==> config.mk <==
export PLATFORM = sky130hd
export DESIGN_NAME = seq_stream_gen
export DESIGN_NICKNAME = d
export VERILOG_FILES = /design/src/rtl/seq_stream_gen.sv
export SDC_FILE = /design/constraint.sdc
export NUM_CORES = 1
export LEC_CHECK = 0
export ABC_AREA = 1
export CAP_MARGIN = 10
export CORE_MARGIN = 3
export CORE_UTILIZATION = 50
export DETAILED_ROUTE_END_ITERATION = 10
export GPL_ROUTABILITY_DRIVEN = 0
export PLACE_DENSITY = 0.76
export SYNTH_ARGS = -nofsm -noshare
export SYNTH_HDL_FRONTEND = slang
export SYNTH_SLANG_ARGS = --single-unit
==> constraint.sdc <==
create_clock -name clk -period 2.1 [get_ports clk]
set_input_delay 0.42 -clock clk [delete_from_list [all_inputs] [get_ports clk]]
set_output_delay 0.42 -clock clk [all_outputs]
set_load 0.1 [all_outputs]
==> src/rtl/seq_stream_gen.sv <==
// seq_stream_gen: loads a pattern over valid/ready, shifts it MSB-first on w with repeats, counts detector z pulses
module seq_stream_gen #(
    parameter int WIDTH = 16,
    parameter int LEN_W = 5,
    parameter int REP_W = 4,
    parameter int CNT_W = 8
) (
    input  logic             clk,
    input  logic             resetn,
    input  logic             load_valid,
    output logic             load_ready,
    input  logic [WIDTH-1:0] load_data,
    input  logic [LEN_W-1:0] load_len,
    input  logic [REP_W-1:0] load_rep,
    output logic             w,
    output logic             w_valid,
    input  logic             z_in,
    output logic [CNT_W-1:0] z_count,
    output logic             done
);
    typedef enum logic [1:0] {IDLE, SHIFT, DONE} state_t;
    state_t state;
    logic [WIDTH-1:0] pat;
    logic [LEN_W-1:0] len, idx, len_c, nidx;
    logic [REP_W-1:0] reps;
    logic xfer, wrap;
    assign load_ready = state == IDLE;
    assign xfer = load_valid && load_ready;
    assign len_c = load_len > LEN_W'(WIDTH) ? LEN_W'(WIDTH) : load_len;
    assign wrap = idx == '0;
    assign nidx = wrap ? len - 1'b1 : idx - 1'b1;
    // idx always names the bit currently presented on w
    always_ff @(posedge clk) begin
        if (!resetn) begin
            state   <= IDLE;
            pat     <= '0;
            len     <= '0;
            idx     <= '0;
            reps    <= '0;
            w       <= 1'b0;
            w_valid <= 1'b0;
            done    <= 1'b0;
            z_count <= '0;
        end else begin
            if (xfer)
                z_count <= '0;
            else if (z_in && state != IDLE && z_count != '1)
                z_count <= z_count + 1'b1;
            case (state)
                IDLE: if (xfer) begin
                    pat     <= load_data;
                    len     <= len_c;
                    reps    <= load_rep;
                    idx     <= len_c - 1'b1;
                    state   <= len_c == '0 ? DONE : SHIFT;
                    w       <= len_c != '0 && 1'(load_data >> (len_c - 1'b1));
                    w_valid <= len_c != '0;
                    done    <= len_c == '0;
                end
                SHIFT: if (wrap && reps == '0) begin
                    state   <= DONE;
                    w       <= 1'b0;
                    w_valid <= 1'b0;
                    done    <= 1'b1;
                end else begin
                    idx  <= nidx;
                    reps <= wrap ? reps - 1'b1 : reps;
                    w    <= 1'(pat >> nidx);
                end
                DONE: begin
                    done  <= 1'b0;
                    state <= IDLE;
                end
                default: state <= IDLE;
            endcase
        end
    end
endmodule

==> flow_metrics.tcl, run 1 <==
set metrics [dict create \
    cts.clk_slew.worst_paths_ns 0.09 \
    drv_slew 0 \
    synth_top_cell_by_area "dfxtp_1" \
    switchingPower_mw 1.11 \
    grt_overflow 0 \
    hpwl_mm 4.78 \
    power_density_nw_per_um2 871 \
    grt_max_degree 18 \
    slew_headroom_pct 75.7 \
    syn_inst 354 \
    slowest_stage "clkdlybuf4s50_1" \
    viasPerCell 5.11 \
    start_kind "input pin" \
    ant_nets 0 \
    numPortBuffers 40 \
    yosys_warnings 0 \
    p_clk_share_pct 23.2 \
    cts_buffer_depth 2 \
    tns_ns 0 \
    netlist_top_cells_area "dfxtp_1, nand2_1, inv_1" \
    startpoint "load_len[4]" \
    syn_nets 390 \
    finalHoldViolCount 0 \
    pwr-share-comb_pct 42.5 \
    setup_viol_count_final 0 \
    p_leak_nw 1.44 \
    p_sw_share_pct 39.8 \
    first_global_vias 2388 \
    start_util_pct 52.1 \
    cts.sinks 43 \
    fillers 451 \
    clock_latency_ns 0.31 \
    internal-power_mw 1.68 \
    core_area_um2 4790 \
    die_area_um2 5870 \
    ys_types 42 \
    grt_antenna_before_repair 0 \
    pwr-share-seq_pct 34.3 \
    crit_fanout 4 \
    cts_buffers 5 \
    num_vias 2459 \
    path_buf_inv 5 \
    slowest_delay_ns 0.42 \
    critPathMostFrequentCell "inv_1" \
    rows 25 \
    drive_above_1_share_pct 20.0 \
    top_level_ports 41 \
    grt_pass1_wl_mm 10.9 \
    synth_top_cell_area_share_pct 34.5 \
    hold_depth 1 \
    wl_per_cell_um 13.0 \
    drt_iter0_drc 127 \
    min_period_ns 1.92 \
    avgSynthCellArea_um2 7.04 \
    arrival_ns 2.13 \
    fin_skew_ns 0.0108 \
    end_kind "flop" \
    cts.root.buffer_cell "clkbuf_8" \
    status "finished clean" \
    mostFrequentLayoutCell "nand2_1" \
    crit_required_ns 2.31 \
    hp-class "reg -> reg" \
    hold_buffers 0 \
    area_growth_pct 28.4 \
    antenna_cells 0 \
    synth_seq_area_share_pct 34.5 \
    cts_tree "built" \
    rsz0062_at_grt "no" \
    nets 450 \
    die_width_um 76.6 \
    mostFrequentLayoutCells "nand2_1, inv_1, dfxtp_1, buf_4, a21oi_1" \
    die_h_um 76.6 \
    cts_htree_levels 2 \
    ys_ff_latch 43 \
    tightest_slew_ns 0.364 \
    crit_cells 13 \
    path_cells "clkdlybuf4s50_1 > inv_1 > nand2_1 > ha_4 > inv_1 > xor2_2 > inv_1 > o21ai_0 > nand3b_1 > nand3_1 > nand2_1 > inv_1 > a21oi_2" \
    max_freq_mhz 522 \
    r2r_start "state[0]" \
    grt_usage_pct 22.5 \
    dr.pass1.iters 4 \
    ir_drop_v 0.000581 \
    maxCapViolations 0 \
    drc 0 \
    fin_crit_sh_pct 91.2 \
    cp_top_family "buffers and inverters" \
    cts_setup_buffers 0 \
    pre_cts_ws_ns -0.205 \
    worstSetupPathType "in -> reg" \
    fin_ws_ns 0.184 \
    mappedNetlistArea_um2 2490 \
    ff2ff_path_depth 7 \
    routed_wl_mm 6.27 \
    min_from "z_count[4]" \
]
flip-flops by register name, summed over array words and instances, names as in the netlist:
| register | count |
|---|---|
| done | 1 |
| len | 5 |
| state | 2 |
| idx | 5 |
| reps | 4 |
| z_count | 8 |
| pat | 16 |
| w_valid | 1 |
| w | 1 |
worst reg2reg max path, cell delays in order (launching register included):
cell	delay, ns
dfxtp_1	0.39
ha_1	0.38
inv_1	0.27
nor2_1	0.22
inv_2	0.08
nor2_1	0.19
nand3_2	0.12
a21oi_2	0.13
cell type report:
type                       instances  area (um^2)  area share [%]
tap                               67         83.8            2.62
inverter                          66          254            7.94
timing repair buffer              60          533            16.7
clock inverter                     2         37.5            1.17
clock buffer                       5         68.8            2.15
multi-input combinational        238         1360            42.5
sequential                        43          865            27.0
per-stage QoR:
step	power (mW)	area (um^2)	utilization [%]	cells	hold slack (ns)
after floorplan	1.84	2500	-	354	0.423
after global placement	2.12	3070	64.2	474	0.431
after detailed placement	2.14	3070	64.2	474	0.430
after CTS	2.78	3180	66.5	481	0.444
after global routing	2.98	3200	66.9	481	0.457
final	2.79	3200	66.9	481	0.444
worst paths after layout:
kind,to,slack (ns)
setup reg to reg,w,0.28
setup / recovery,w,0.18
hold / removal,z_count[4],0.44
hold reg to reg,z_count[4],0.44
per-layer routing:
layer,up-vias,GRT usage [%],share of wire (%)
met1,1129,27.8,45
met4,0,6.70,1.3
met3,8,4.96,5.7
li1,1270,-,-
met2,52,39.0,48
met5,-,0,0
synth_stat cells, drive strengths merged:
cell type,instances
a21oi,31
a221oi,3
inv,64
o211a,1
clkinv,2
a31oi,1
buf,6
o21ai,37
clkbuf,1
o211ai,2
nand3b,1
nor2,26
nor3b,1
nand4,7
a211oi,1
ha,7
or2,2
o22ai,13
xnor2,1
nand3,20
nand2,78
dfxtp,43
xor2,6
logic make-up (layout without fill, tap and decap cells):
| logic type | Yosys count | count (layout) | share of synthesized area (%) |
|---|---|---|---|
| AOI/OAI and AO/OA | 89 | 89 | 21.1 |
| xor gates and xnor gates | 7 | 7 | 2.76 |
| adders and majority gates | 7 | 7 | 3.51 |
| buffers and inverters | 73 | 133 | 11.8 |
| DFF | 43 | 43 | 34.5 |
| and+or+nand+nor | 135 | 135 | 26.2 |
power by group through the flow:
stage                     clock (mW)  combinational [mW]  sequential (mW)
after floorplan                    0               0.789             1.06
after global placement             0                1.15            0.971
after detailed placement           0                1.17            0.974
after CTS                      0.654                1.17            0.956
after global routing           0.692                1.32            0.966
final                          0.647                1.18            0.956
timing repair:
item / 4_1_cts / 5_1_grt
resized for setup: 0 / 3
setup endpoints to repair: 0 / 1
endpoints found under the hold margin: 0 / 0
Power figures use the tool's default switching activity.
==> inputs of run 2 (changes only) <==
PLACE_DENSITY = unset   (was 0.76)
PLACE_DENSITY_LB_ADDON = 0.12   (was unset)
==> run 2 against run 1 <==
Register-to-register slack improved by 0.09 ns. Largest cell class unchanged. Sequential cell count unchanged. Via count rose by 0.37%. Core utilization is 0.21 points lower. Global-route usage is 1.2 points lower. Worst setup slack gained 0.026 ns. Worst hold slack got worse by 0.0017 ns.
==> flow_metrics.tcl, run 2 (synthesis gave the netlist of run 1 again) <==
set metrics [dict create \
    setup_viol_count_final 0 \
    top_regs "pat (16), z_count (8)" \
    grt_pass1_wl_mm 10.2 \
    crit_fanout 5 \
    worstSetupPathType "in -> reg" \
    min_period_ns 1.89 \
    numPortBuffers 40 \
    power_density_nw_per_um2 858 \
    cts.sinks 43 \
    core_area_um2 4790 \
    ir_drop_v 0.000457 \
    cts_setup_buffers 0 \
    clock_latency_ns 0.30 \
    utilization_pct 66.7 \
    cts_buffers 5 \
    design_area_um2 3190 \
    grt_max_degree 18 \
    drc 0 \
    ff2ff_path_depth 10 \
    hpwl_mm 4.63 \
    mostFrequentLayoutCells "nand2_1, inv_1, dfxtp_1, a21oi_1, buf_4" \
    slew_headroom_pct 76.9 \
    pre_cts_ws_ns -0.279 \
    drt_iter0_drc 165 \
    routed_wl_mm 6.11 \
    met2_length_mm 2.84 \
    ant_nets 0 \
    num_vias 2468 \
    status "finished clean" \
    maxCapViolations 0 \
    fin_skew_ns 0.0101 \
    fin_ws_ns 0.210 \
    start_util_pct 52.1 \
    top_layer_used "met4" \
    cts_tree "built" \
    tns_ns 0 \
    grt_overflow 0 \
    top_register "pat" \
    rows 25 \
    finalHoldViolCount 0 \
    wl_per_cell_um 12.7 \
    tightest_slew_ns 0.346 \
    nets 449 \
    die_h_um 76.6 \
    viasPerCell 5.13 \
    cts_htree_levels 2 \
    hp-class "reg -> reg" \
    grt_antenna_before_repair 0 \
    crit_required_ns 2.30 \
    end_kind "flop" \
    mostFrequentLayoutCell "nand2_1" \
    hold_depth 1 \
    placed_area_um2 3070 \
    largest_reg_flops 16 \
    drive_above_1_share_pct 20.3 \
    grt_usage_pct 21.3 \
    area_growth_pct 28.0 \
    top_level_ports 41 \
    max_freq_mhz 529 \
    die_area_um2 5870 \
    die_width_um 76.6 \
    cts.clk_slew.worst_paths_ns 0.08 \
    cts_buffer_depth 2 \
    drv_slew 0 \
    antenna_cells 0 \
    rsz0062_at_grt "no" \
    first_global_vias 2306 \
    start_kind "input pin" \
    p_leak_nw 1.43 \
    wl_met1_mm 2.85 \
    fin_crit_sh_pct 90.0 \
    arrival_ns 2.09 \
    dr.pass1.iters 4 \
    cts.root.buffer_cell "clkbuf_8" \
    dr_wl_met3_um 354 \
]
==> run 2: cell count changes in the layout (fill, tap and decap cells not counted) <==
| cell | previous run | this run |
|---|---|---|
| buf_4 | 31 | 30 |
| inv_1 | 59 | 58 |
| clkbuf_8 | 5 | 7 |
| bufinv_16 | 1 | 0 |
| inv_2 | 3 | 4 |
==> run 2: repair_timing <==
item                                    CTS  global route
gates resized for setup                   0             4
endpoints found under the hold margin     0             0
hold buffers                              0             0
endpoints found under the setup margin    0             1
==> run 2: per-layer routing <==
metal,vias up,GRT usage [%]
li1,1270,-
met1,1127,27.1
met2,64,35.6
met3,7,4.96
met4,0,7.07
met5,-,0
==> run 2: where the power goes <==
part	leakage, nW	switching, mW	internal (mW)
combinational	1.03	0.763	0.429
sequential	0.355	0.0548	0.902
clock	0.0505	0.289	0.299
total	1.43	1.11	1.63
==> run 2: layout make-up <==
type                            count  area, um^2
Clock inverter                      1        7.51
Inverter                           66         254
Multi-Input combinational cell    238        1360
Fill cell                         440        1600
Clock buffer                        7        96.3
Tap cell                           67        83.8
Timing Repair Buffer               59         526
Sequential cell                    43         865
==> run 2: critical path, stage by stage <==
cell	delay (ns)
clkdlybuf4s50_1	0.43
inv_2	0.10
nand2_1	0.11
ha_4	0.31
inv_2	0.06
o21ai_0	0.08
a21oi_1	0.06
o21ai_0	0.16
nand3_1	0.09
nand3_1	0.10
nand2_1	0.05
inv_1	0.06
a21oi_2	0.05
==> run 2: through the flow <==
stage	cells	power (mW)	hold slack [ns]
floorplan	354	1.84	0.423
global placement	473	2.13	0.429
detailed placement	473	2.14	0.430
CTS	481	2.74	0.444
global route	481	2.92	0.480
finish	481	2.74	0.442
==> run 2: final timing paths <==
kind,startpoint,endpoint,slack (ns)
max reg2reg,idx[2],w,0.37
min reg2reg,z_count[4],z_count[4],0.44
min,z_count[4],z_count[4],0.44
max,load_len[4],w,0.21
